<file path="src/rtl/pipe_run_ctrl.sv">
// pipe_run_ctrl: run/halt sequencer for the 5-stage MIPS pipeline.
//
// Watches IF-stage PCs against programmable breakpoints and ID for a decoded
// halt instruction. On a trigger it holds the PC, lets older instructions
// drain for DRAIN_CYCLES cycles while bubbling IF/ID, then freezes the whole
// pipeline. A rising edge on continue_sig releases it through a one-cycle
// RESUME state. Resuming from a breakpoint masks that breakpoint for the
// first valid fetch so the instruction is fetched exactly once.
//
// Optional feature (macro SINGLE_STEP_EN): a rising edge on step_sig while
// halted resumes for exactly one valid fetch, then halts again with cause 3.
// With the macro undefined step_sig is ignored and no step logic exists.
//
// Ports:
//   clk, rst            clock (rising edge), synchronous active-high reset
//   continue_sig        operator resume level, edge-detected internally
//   step_sig            single-step level (SINGLE_STEP_EN only)
//   if_pc, if_pc_valid  PC at instruction memory and its fetch-valid flag
//   halt_insn           ID holds a valid decoded halt instruction
//   bp_wr_*             breakpoint register write port (idx >= NUM_BP ignored)
//   pc_stall            hold the PC register
//   pipe_stall          freeze all pipeline registers
//   flush_if            insert a bubble into IF/ID
//   halted              pipeline frozen (registered)
//   halt_cause          0 none, 1 breakpoint, 2 halt insn, 3 step (registered)
//   halt_pc             PC captured at trigger (registered)
//   dbg_state           current FSM state: 0 RUN, 1 DRAIN, 2 HALT, 3 RESUME
//
// Handshake: no valid/ready pairs; every input is sampled on each rising clk
// edge and continue/step act only on a low-to-high transition between edges.
module pipe_run_ctrl #(
    parameter int PC_W         = 32,
    parameter int NUM_BP       = 2,
    parameter int DRAIN_CYCLES = 4
) (
    input  logic            clk,
    input  logic            rst,
    input  logic            continue_sig,
    input  logic            step_sig,
    input  logic [PC_W-1:0] if_pc,
    input  logic            if_pc_valid,
    input  logic            halt_insn,
    input  logic            bp_wr_en,
    input  logic [1:0]      bp_wr_idx,
    input  logic [PC_W-1:0] bp_wr_addr,
    input  logic            bp_wr_valid,
    output logic            pc_stall,
    output logic            pipe_stall,
    output logic            flush_if,
    output logic            halted,
    output logic [1:0]      halt_cause,
    output logic [PC_W-1:0] halt_pc,
    output logic [1:0]      dbg_state
);

    localparam int CNT_W = (DRAIN_CYCLES > 1) ? $clog2(DRAIN_CYCLES) : 1;
    localparam logic [CNT_W-1:0] CNT_LOAD = CNT_W'(DRAIN_CYCLES - 1);

    localparam logic [1:0] S_RUN    = 2'd0;
    localparam logic [1:0] S_DRAIN  = 2'd1;
    localparam logic [1:0] S_HALT   = 2'd2;
    localparam logic [1:0] S_RESUME = 2'd3;

    logic [1:0]      r_state;
    logic [1:0]      w_next;
    logic [CNT_W-1:0] r_cnt;
    logic            r_cont_q;
    logic            r_skip;
    logic            r_halted;
    logic [1:0]      r_cause;
    logic [PC_W-1:0] r_hpc;
    logic [PC_W-1:0] r_bp_addr [NUM_BP];
    logic [NUM_BP-1:0] r_bp_valid;

    logic            w_cont_rise;
    logic            w_bp_hit;
    logic            w_bp_match;
    logic            w_step_hit;
    logic            w_step_rise;
    logic            w_trigger;
    logic [1:0]      w_trig_cause;

    assign w_cont_rise = continue_sig & ~r_cont_q;

`ifdef SINGLE_STEP_EN
    logic r_step_q;
    logic r_step_pend;  // resumed by step, waiting for the one valid fetch
    logic r_step_arm;   // that fetch happened; halt on the next cycle
    assign w_step_rise = step_sig & ~r_step_q;
    assign w_step_hit  = r_step_arm;
`else
    logic w_unused_step;
    assign w_unused_step = step_sig;
    assign w_step_rise   = 1'b0;
    assign w_step_hit    = 1'b0;
`endif

    // Breakpoint compare uses the registers as they were before any
    // same-cycle write; skip masks the breakpoint just resumed from.
    always_comb begin
        w_bp_hit = 1'b0;
        for (int i = 0; i < NUM_BP; i++) begin
            if (r_bp_valid[i] && (r_bp_addr[i] == if_pc)) w_bp_hit = 1'b1;
        end
    end

    assign w_bp_match = if_pc_valid & w_bp_hit & ~r_skip;
    assign w_trigger  = halt_insn | w_bp_match | w_step_hit;
    // The halt instruction in ID is older than the IF fetch, so it wins.
    assign w_trig_cause = halt_insn ? 2'd2 : (w_bp_match ? 2'd1 : 2'd3);

    // State register
    always_ff @(posedge clk) begin
        if (rst) r_state <= S_RUN;
        else     r_state <= w_next;
    end

    // Next-state logic
    always_comb begin
        w_next = r_state;
        case (r_state)
            S_RUN:    if (w_trigger) w_next = S_DRAIN;
            S_DRAIN:  if (r_cnt == '0) w_next = S_HALT;
            S_HALT:   if (w_cont_rise || w_step_rise) w_next = S_RESUME;
            S_RESUME: w_next = S_RUN;
            default:  w_next = S_RUN;
        endcase
    end

    // Output decode
    always_comb begin
        pc_stall   = 1'b0;
        pipe_stall = 1'b0;
        flush_if   = 1'b0;
        case (r_state)
            S_RUN:   pc_stall = w_trigger;
            S_DRAIN: begin
                pc_stall = 1'b1;
                flush_if = 1'b1;
            end
            S_HALT: begin
                pc_stall   = 1'b1;
                pipe_stall = 1'b1;
            end
            default: ;
        endcase
    end

    // Breakpoint registers; writes are accepted in every state.
    always_ff @(posedge clk) begin
        if (rst) begin
            r_bp_valid <= '0;
            for (int i = 0; i < NUM_BP; i++) r_bp_addr[i] <= '0;
        end else begin
            for (int i = 0; i < NUM_BP; i++) begin
                if (bp_wr_en && (bp_wr_idx == 2'(i))) begin
                    r_bp_addr[i]  <= bp_wr_addr;
                    r_bp_valid[i] <= bp_wr_valid;
                end
            end
        end
    end

    // Drain counter, captured halt info, skip flag and edge detectors
    always_ff @(posedge clk) begin
        if (rst) begin
            r_cnt    <= '0;
            r_cont_q <= 1'b0;
            r_skip   <= 1'b0;
            r_halted <= 1'b0;
            r_cause  <= 2'd0;
            r_hpc    <= '0;
        end else begin
            r_cont_q <= continue_sig;
            r_halted <= (w_next == S_HALT);
            case (r_state)
                S_RUN: begin
                    if (w_trigger) begin
                        r_cnt   <= CNT_LOAD;
                        r_hpc   <= if_pc;
                        r_cause <= w_trig_cause;
                    end
                    if (if_pc_valid) r_skip <= 1'b0;
                end
                S_DRAIN: if (r_cnt != '0) r_cnt <= r_cnt - 1'b1;
                S_HALT: begin
                    if (w_next == S_RESUME) begin
                        r_skip  <= (r_cause == 2'd1);
                        r_cause <= 2'd0;
                    end
                end
                default: ;
            endcase
        end
    end

`ifdef SINGLE_STEP_EN
    always_ff @(posedge clk) begin
        if (rst) begin
            r_step_q    <= 1'b0;
            r_step_pend <= 1'b0;
            r_step_arm  <= 1'b0;
        end else begin
            r_step_q <= step_sig;
            if (r_state == S_RUN) begin
                if (w_trigger) begin
                    r_step_pend <= 1'b0;
                    r_step_arm  <= 1'b0;
                end else if (r_step_pend && if_pc_valid) begin
                    r_step_pend <= 1'b0;
                    r_step_arm  <= 1'b1;
                end
            end else if ((r_state == S_HALT) && (w_next == S_RESUME)) begin
                // Continue wins over a simultaneous step.
                r_step_pend <= ~w_cont_rise;
            end
        end
    end
`endif

    assign halted     = r_halted;
    assign halt_cause = r_cause;
    assign halt_pc    = r_hpc;
    assign dbg_state  = r_state;

endmodule

</file>
<file path="config.mk">
export PLATFORM = sky130hd
export DESIGN_NAME = pipe_run_ctrl
export DESIGN_NICKNAME = d
export VERILOG_FILES = /design/src/rtl/pipe_run_ctrl.sv
export SDC_FILE = /design/constraint.sdc
export NUM_CORES = 1
export LEC_CHECK = 0
export ABC_CLOCK_PERIOD_IN_PS = 4400
export CELL_PAD_IN_SITES_DETAIL_PLACEMENT = 1
export CELL_PAD_IN_SITES_GLOBAL_PLACEMENT = 2
export CORE_ASPECT_RATIO = 1.75
export CORE_MARGIN = 5
export CORE_UTILIZATION = 34
export CTS_BUF_LIST = sky130_fd_sc_hd__clkbuf_8
export CTS_CLUSTER_DIAMETER = 200
export DETAILED_ROUTE_END_ITERATION = 12
export PLACE_DENSITY_LB_ADDON = 0.15
export SETUP_SLACK_MARGIN = 0.15
export SYNTH_ARGS = -nofsm -noshare
export SYNTH_HDL_FRONTEND = slang
export SYNTH_SLANG_ARGS = --single-unit
</file>
<file path="constraint.sdc">
create_clock -name clk -period 4.4 [get_ports clk]
set_input_delay 0.44 -clock clk [delete_from_list [all_inputs] [get_ports clk]]
set_output_delay 0.44 -clock clk [all_outputs]
set_load 0.01 [all_outputs]
</file>
Word level (Yosys, flattened, before mapping)
Memories as Yosys holds them, arrays and structs flattened. Cells that the tools add are included.

Add/subtract/negate cells: 1. Eq/ne operators: 13. Mux-type cells: 30. Bitwise logic cells: 8. Reductions and logical operators: 15.

Operators with widths (number): $eq A32 B32 Y1 (2); $mux W32 (2); $mux W2 (9); $mux W1 (14); $reduce_and A3 Y1 (3); $eq A2 B2 Y1 const B (4); $ne A2 B2 Y1 const B (4); $pmux W2 S2 (2); $pmux W2 S4 (1); $eq A2 B1 Y1 const B (3); $logic_not A2 Y1 (3); $reduce_bool A2 Y1 (3); $logic_and A1 B1 Y1 (4); $pmux W1 S2 (2); $and A1 B1 Y1 (3); $or A1 B1 Y1 (3); $not A1 Y1 (2); $reduce_and A2 Y1 (1); $reduce_or A2 Y1 (1); $sub A2 B1 Y2 const B (1).

Register bits: 43. Memory bits (writable): 64. Output and inout port bits: 40. Word-level logic and storage cells: 77. Memories kept: 1.

Memory list: r_bp_addr (words 2, width 32, rd ports 2, clocked after memory_dff 0, wr ports 2, line 72) `logic [PC_W-1:0] r_bp_addr [NUM_BP];`.

Longest topological paths before layout
Gate-level depths: netlist of run 1. An unclocked memory read counts as a cell.

Depth in word-level cells: 13. Depth in mapped cells: 10. Depth with buffers taken out: 7.

Worst setup path after synthesis of run 1
No wires, ideal clock.

Kind: input port to flip-flop. Start point: input bp_wr_idx[1]. End point: memory r_bp_addr[0][0] (enable). Data arrival time: 2.903 ns. Path slack: 1.031 ns. Cell stages on the path: 2. Buffers on the path: 0. Cell sequence: nand2b_1 o21ai_0.

RTL lines: from (decl) (line 44) `input logic [1:0] bp_wr_idx,`; to (decl) (line 72).

Worst setup path after layout of run 1
Start point: input if_pc[14]. End point: output pc_stall.

Cells in the longest elaborated chain, start to end: 8. Elaborated cells between the ends (all ways): 10.

Ends and longest elaborated chain: from (decl) (line 40) `input logic [PC_W-1:0] if_pc,`; $eq A32 B32 Y1 (line 103) `if (r_bp_valid[i] && (r_bp_addr[i] == if_pc)) w_bp_hit = 1'b1;`; $logic_and A1 B1 Y1 (line 103); $mux W1 (line 103); $mux W1 * (line 103); $and A1 B1 Y1 * (2 in series) (line 107) `assign w_bp_match = if_pc_valid & w_bp_hit & ~r_skip;`; $or A1 B1 Y1 * (line 108) `assign w_trigger = halt_insn | w_bp_match | w_step_hit;`; $pmux W1 S2 * (line 135) `case (r_state)`; to (decl) (line 47) `output logic pc_stall,`.

Every way passes the cells marked *; elsewhere a longest branch is shown, timed or not.

==> flow_summary.json, run 1 <==
{
  "outcome": "finished clean",
  "critPathCaptureType": "primary output",
  "start_util": 0.343,
  "antenna_found_initial": 0,
  "wl_per_cell_um": 18.3,
  "synth_area_leaders": "edfxtp_1 41%, dfxtp_1 18%, mux2i_1 7.0%",
  "clock-sinks": 107,
  "postRouteAntennaNets": 0,
  "cp_slowest_cell": "or4_1",
  "max_freq_mhz": 282,
  "syn_avg_cell_area_um2": 12.4,
  "vias": 3199,
  "crit_start": "if_pc[14]",
  "die_x_um": 99.1,
  "startpoint_type": "primary input",
  "hpwlAfterDp_um": 9390,
  "htreeDepth": 3,
  "setup_violations": 0,
  "finalCritPeriodShare": 0.807,
  "worst-endpoint-required_ps": 3960,
  "grt_max_degree": 45,
  "holdBufCountCts": 0,
  "path_buf_inv": 2,
  "clk_pin_slew_ps": 110,
  "finalNetCount": 573,
  "ys_warn_count": 0,
  "drt_iter0_drc": 92,
  "period_minus_slack_ps": 3550,
  "leakage_nw": 2.23,
  "hold_viol_final": 0,
  "drive_gt1_frac": 0.0561,
  "cts_max_path_buffers": 2,
  "synthCells": 380,
  "maxCapViolCount": 0,
  "rr_startpoint": "r_bp_addr[0][16]",
  "netlist_area_um2": 4720,
  "fin_worst_skew_ps": 17.3,
  "grt_pass1_wl_um": 19200,
  "worstPathCellList": "clkdlybuf4s50_1 -> xnor2_1 -> nand4_1 -> or4_1 -> nor4_2 -> a221o_2 -> nor2_1 -> nor2_1 -> clkdlybuf4s50_1",
  "crit_family": "simple AND/OR/NAND/NOR gates",
  "globalplace.congestion": 0.821,
  "ys_types": 41,
  "ys_seq_elements": 107,
  "cts_setup_buffers": 0,
  "placed_cell_area_um2": 5990,
  "grt_overflow": 0,
  "seq_area_frac_synth": 0.590,
  "hold_class": "flip-flop to flip-flop",
  "root_buffer": "clkbuf_8",
  "clk-insertion-delay-late_ps": 380,
  "ir_drop_mv": 0.148,
  "grt_setup_unrepaired": "false",
  "final_cells": 676,
  "syn_nets": 459,
  "grt_usage": 0.153,
  "synth_top_cell_by_area": "edfxtp_1",
  "vias_per_cell": 4.73,
  "rows": 57,
  "cts_tree": "built",
  "die_y_um": 166,
  "hold_ws_ps": 503,
  "synth_top_area_frac": 0.407,
  "cts_inserted_buffers": 9,
  "cts_resized": 0,
  "drc": 0,
  "criticalPathCategory": "primary input to primary output",
  "finalInstanceArea_um2": 6160,
  "relSlewSlack": 0.401,
  "min_from": "halt_pc[9]",
  "power_density_nw_per_um2": 352,
  "critical_path_arrival_ps": 3110,
  "critPathMaxStageDelay_ps": 590,
  "grt_pass1_vias": 3559,
  "final_util": 0.448,
  "place_inst": 660,
  "core_um2": 13800,
  "worstMarginPinSlew_ps": 899,
  "totalWireLength_um": 12400,
  "drtPass1Iterations": 4,
  "setup-tns-final_ps": 0,
  "io_pins": 114,
  "crit_fanout": 3,
  "io_buffers": 112,
  "dieArea_um2": 16400,
  "n_antenna_cell": 0,
  "syn_to_final_growth_pct": 30.6,
  "slew_violations": 0
}
[stage by stage]
step | power, mW | worst slack [ps]
finish | 2.17 | 850
floorplan | 1.43 | 1030
global placement | 1.62 | 809
detailed placement | 1.63 | 794
CTS | 2.20 | 797
global route | 2.28 | 687
[final cells by class]
class | instances | area (µm²)
multi-input cells | 250 | 1800
fillers | 1504 | 7600
inverters | 10 | 37.5
clock buffers | 9 | 124
flip-flops and latches | 107 | 2780
clock inverters | 7 | 52.6
well taps | 177 | 221
repair buffers | 116 | 1150
[cells in the final DEF, fill, tap and decap left out, types with 2 or more instances in the layout]
| cell | count |
|---|---|
| buf_4 | 4 |
| a221o_1 | 2 |
| clkinvlp_4 | 2 |
| inv_1 | 11 |
| clkbuf_8 | 9 |
| and2_1 | 33 |
| nor2_1 | 47 |
| clkdlybuf4s50_1 | 111 |
| nand2_1 | 6 |
| o21ai_0 | 4 |
| a211oi_1 | 2 |
| mux2i_1 | 33 |
| nand3_1 | 3 |
| a2111oi_0 | 2 |
| nor4_1 | 7 |
| xor2_1 | 32 |
| a21oi_1 | 6 |
| edfxtp_1 | 64 |
| xnor2_1 | 32 |
| o2111ai_1 | 2 |
| nand4_1 | 8 |
| dfxtp_1 | 43 |
| nor2b_1 | 3 |
| ha_1 | 5 |
| nand2b_1 | 2 |
| nor3_1 | 3 |
[state kept, by name (all words and copies together) (netlist names)]
register,cells
r_bp_addr,64
halt_pc,32
dbg_state,2
halt_cause,2
r_bp_valid,2
r_cnt,2
halted,1
r_cont_q,1
r_skip,1
[path summary, 6_finish.rpt]
path	cells past startpoint	slack (ps)	to
hold reg to reg	2	500	halt_pc[9]
setup reg to reg	8	1510	halt_pc[16]
setup / recovery	9	850	pc_stall
hold / removal	2	500	halt_pc[9]
[worst register-to-register path, delay by kind of cell, from the launching register on]
kind / cells / cell delay, ps
simple gates: 4 / 1140
buf+inv: 1 / 510
xor+xnor: 1 / 180
compound gates: 1 / 210
flops: 1 / 410
mux: 1 / 300
[where the power goes]
part	switching (mW)	internal [mW]
logic	0.198	0.215
registers	0.0414	1.14
clock network	0.358	0.210
total	0.597	1.57
[cell families (layout without fill, tap and decap cells)]
logic type,after synthesis,in the layout,synth area share
AOI/OAI and AO/OA,28,28,0.0437
xor gates and xnor gates,64,64,0.119
adders and majority gates,5,5,0.0133
buffers and inverters,23,142,0.0323
DFF,107,107,0.590
muxes,33,33,0.0700
and+or+nand+nor,120,120,0.132
[routing by layer]
metal / vias to the layer above / global-route usage / wire, µm
met5: - / 0 / 0
met4: 0 / 0.0571 / 353
met3: 19 / 0.0378 / 531
met2: 81 / 0.292 / 7130
met1: 1547 / 0.155 / 4360
li1: 1552 / - / -
[synth_stat cells]
cell and n:
nand4b_1 1, nor4_2 1, clkbuf_8 1, a2111oi_0 2, buf_6 1, nand3_1 3
a31oi_1 1, dfxtp_1 43, or3_2 1, nor3_1 3, a221oi_1 1, nand3b_1 1
edfxtp_1 64, and2_1 33, nor2_1 48, buf_12 3, mux2i_1 33, ha_1 5
a21boi_0 1, nor4_1 7, a311oi_1 1, a21oi_1 6, o2111ai_1 2, nand2_1 6
a211oi_1 2, o41a_1 1, nand2b_1 2, o21ba_2 1, o221a_1 1, inv_1 10
o21ai_0 5, xor2_1 32, clkbuf_1 8, o21a_1 1, xnor2_1 32, nand4_1 8
and2_2 1, and2b_2 1, nor2b_1 3, a221o_1 3, or4_1 1
(Power assumes the default switching activity.)
==> run 2, diff against run 1 <==
- ABC_CLOCK_PERIOD_IN_PS: 4400 -> 3180
- CORE_UTILIZATION: 34 -> 30
- clock period: 4.4 -> 3.18 ns (I/O delays scaled with it)
==> run 2 against run 1 <==
Effect of this change:
- die area up 12%
- clock skew down 5.7 ps
- sequential power up 38%
==> flow_summary.json, run 2 (same netlist as run 1, synthesis figures left out) <==
{
  "finalCritPeriodShare": 0.900,
  "slew_violations": 0,
  "grt_pass1_wl_um": 20500,
  "wirelength_met1_um": 5020,
  "drt_iter0_drc": 112,
  "hpwlAfterDp_um": 10300,
  "worstMarginPinSlew_ps": 886,
  "dieArea_um2": 18400,
  "cts_max_path_buffers": 2,
  "die_x_um": 105,
  "finalInstanceArea_um2": 6440,
  "vias_per_cell": 4.67,
  "critPathCaptureType": "primary output",
  "wl_met3_um": 557,
  "leakage_nw": 2.40,
  "fin_worst_skew_ps": 11.6,
  "totalWireLength_um": 13500,
  "grt_max_degree": 33,
  "io_buffers": 112,
  "drive_gt1_frac": 0.114,
  "io_pins": 114,
  "clk_pin_slew_ps": 100,
  "root_buffer": "clkbuf_8",
  "setup_violations": 0,
  "startpoint_type": "primary input",
  "holdBufCountCts": 0,
  "drc": 0,
  "globalplace.congestion": 0.779,
  "final_common_cell": "clkdlybuf4s50_1",
  "grt_pass1_vias": 3648,
  "wl_met2_um": 7640,
  "cts_inserted_buffers": 9,
  "clock-sinks": 107,
  "cts_tree": "built",
  "placed_cell_area_um2": 6220,
  "wl_per_cell_um": 19.0,
  "grt_usage": 0.146,
  "regMostFlops": "r_bp_addr",
  "grt_overflow": 0,
  "clk-insertion-delay-late_ps": 370,
  "hold_viol_final": 0,
  "n_antenna_cell": 0,
  "max_freq_mhz": 349,
  "mostFrequentLayoutCells": "109 x clkdlybuf4s50_1, 64 x edfxtp_1, 47 x nor2_1",
  "maxCapViolCount": 0,
  "syn_to_final_growth_pct": 36.6,
  "power_density_nw_per_um2": 483,
  "antenna_found_initial": 0,
  "top_layer_used": "met4",
  "start_util": 0.307,
  "drtPass1Iterations": 4,
  "die_y_um": 176,
  "ir_drop_mv": 0.259,
  "hold_class": "primary input to flip-flop",
  "vias": 3333,
  "largest_register_ffs": 64,
  "crit_fanout": 2,
  "outcome": "finished clean",
  "core_um2": 15400,
  "hold_ws_ps": 333,
  "worst-endpoint-required_ps": 2860,
  "critical_path_arrival_ps": 2540,
  "htreeDepth": 3,
  "rows": 60,
  "postRouteAntennaNets": 0,
  "finalNetCount": 601,
  "grt_setup_unrepaired": "false",
  "relSlewSlack": 0.407,
  "criticalPathCategory": "primary input to primary output",
  "period_minus_slack_ps": 2860
}
## run 2: final cells by class
class,count,area [µm²]
flip-flops and latches,107,2780
repair buffers,144,1370
inverters,10,37.5
fillers,1657,8940
well taps,186,233
clock buffers,9,124
clock inverters,7,73.8
multi-input cells,250,1830
## run 2: what timing repair did
item | in CTS | in global routing
setup buffers | 0 | 0
setup endpoints to repair | 1 | 1
hold endpoints to repair | 0 | 0
gates resized for setup | 7 | 0
pin swaps | 2 | 1
## run 2: worst paths after layout
| path | from | endpoint | slack [ps] | depth (start not counted) |
|---|---|---|---|---|
| setup / recovery | if_pc[7] | pc_stall | 320 | 10 |
| hold / removal | rst | halt_pc[7] | 330 | 2 |
| setup reg to reg | r_bp_addr[0][21] | halt_pc[2] | 690 | 10 |
| hold reg to reg | r_bp_valid[0] | r_bp_valid[0] | 500 | 2 |
## run 2: power by group
group / switching (mW) / internal [mW]
Combinational: 0.294 / 0.325
Clock: 0.482 / 0.369
Sequential: 0.0590 / 1.58
## run 2: metal layers
metal	vias up	global-route usage
met5	-	0
li1	1612	-
met3	14	0.0324
met1	1624	0.153
met4	0	0.0533
met2	83	0.279
## run 2: through the flow
step / util / cells / power [mW] / TNS [ps] / worst slack (ps)
CTS: 0.419 / 713 / 3.17 / 0 / 264
finish: 0.419 / 713 / 3.11 / 0 / 318
global route: 0.419 / 713 / 3.27 / 0 / 167
global placement: 0.404 / 697 / 2.30 / -177 / -177
floorplan: - / 380 / 1.98 / 0 / 765
detailed placement: 0.404 / 697 / 2.31 / -230 / -200
## run 2: worst max-delay path, stage by stage
cell,delay (ps)
clkdlybuf4s50_1,530
xnor2_1,130
buf_4,130
nand4_1,160
or3_4,380
nor4_4,280
a221o_2,200
nor2_1,50
nor2_1,80
dlygate4sd2_1,270
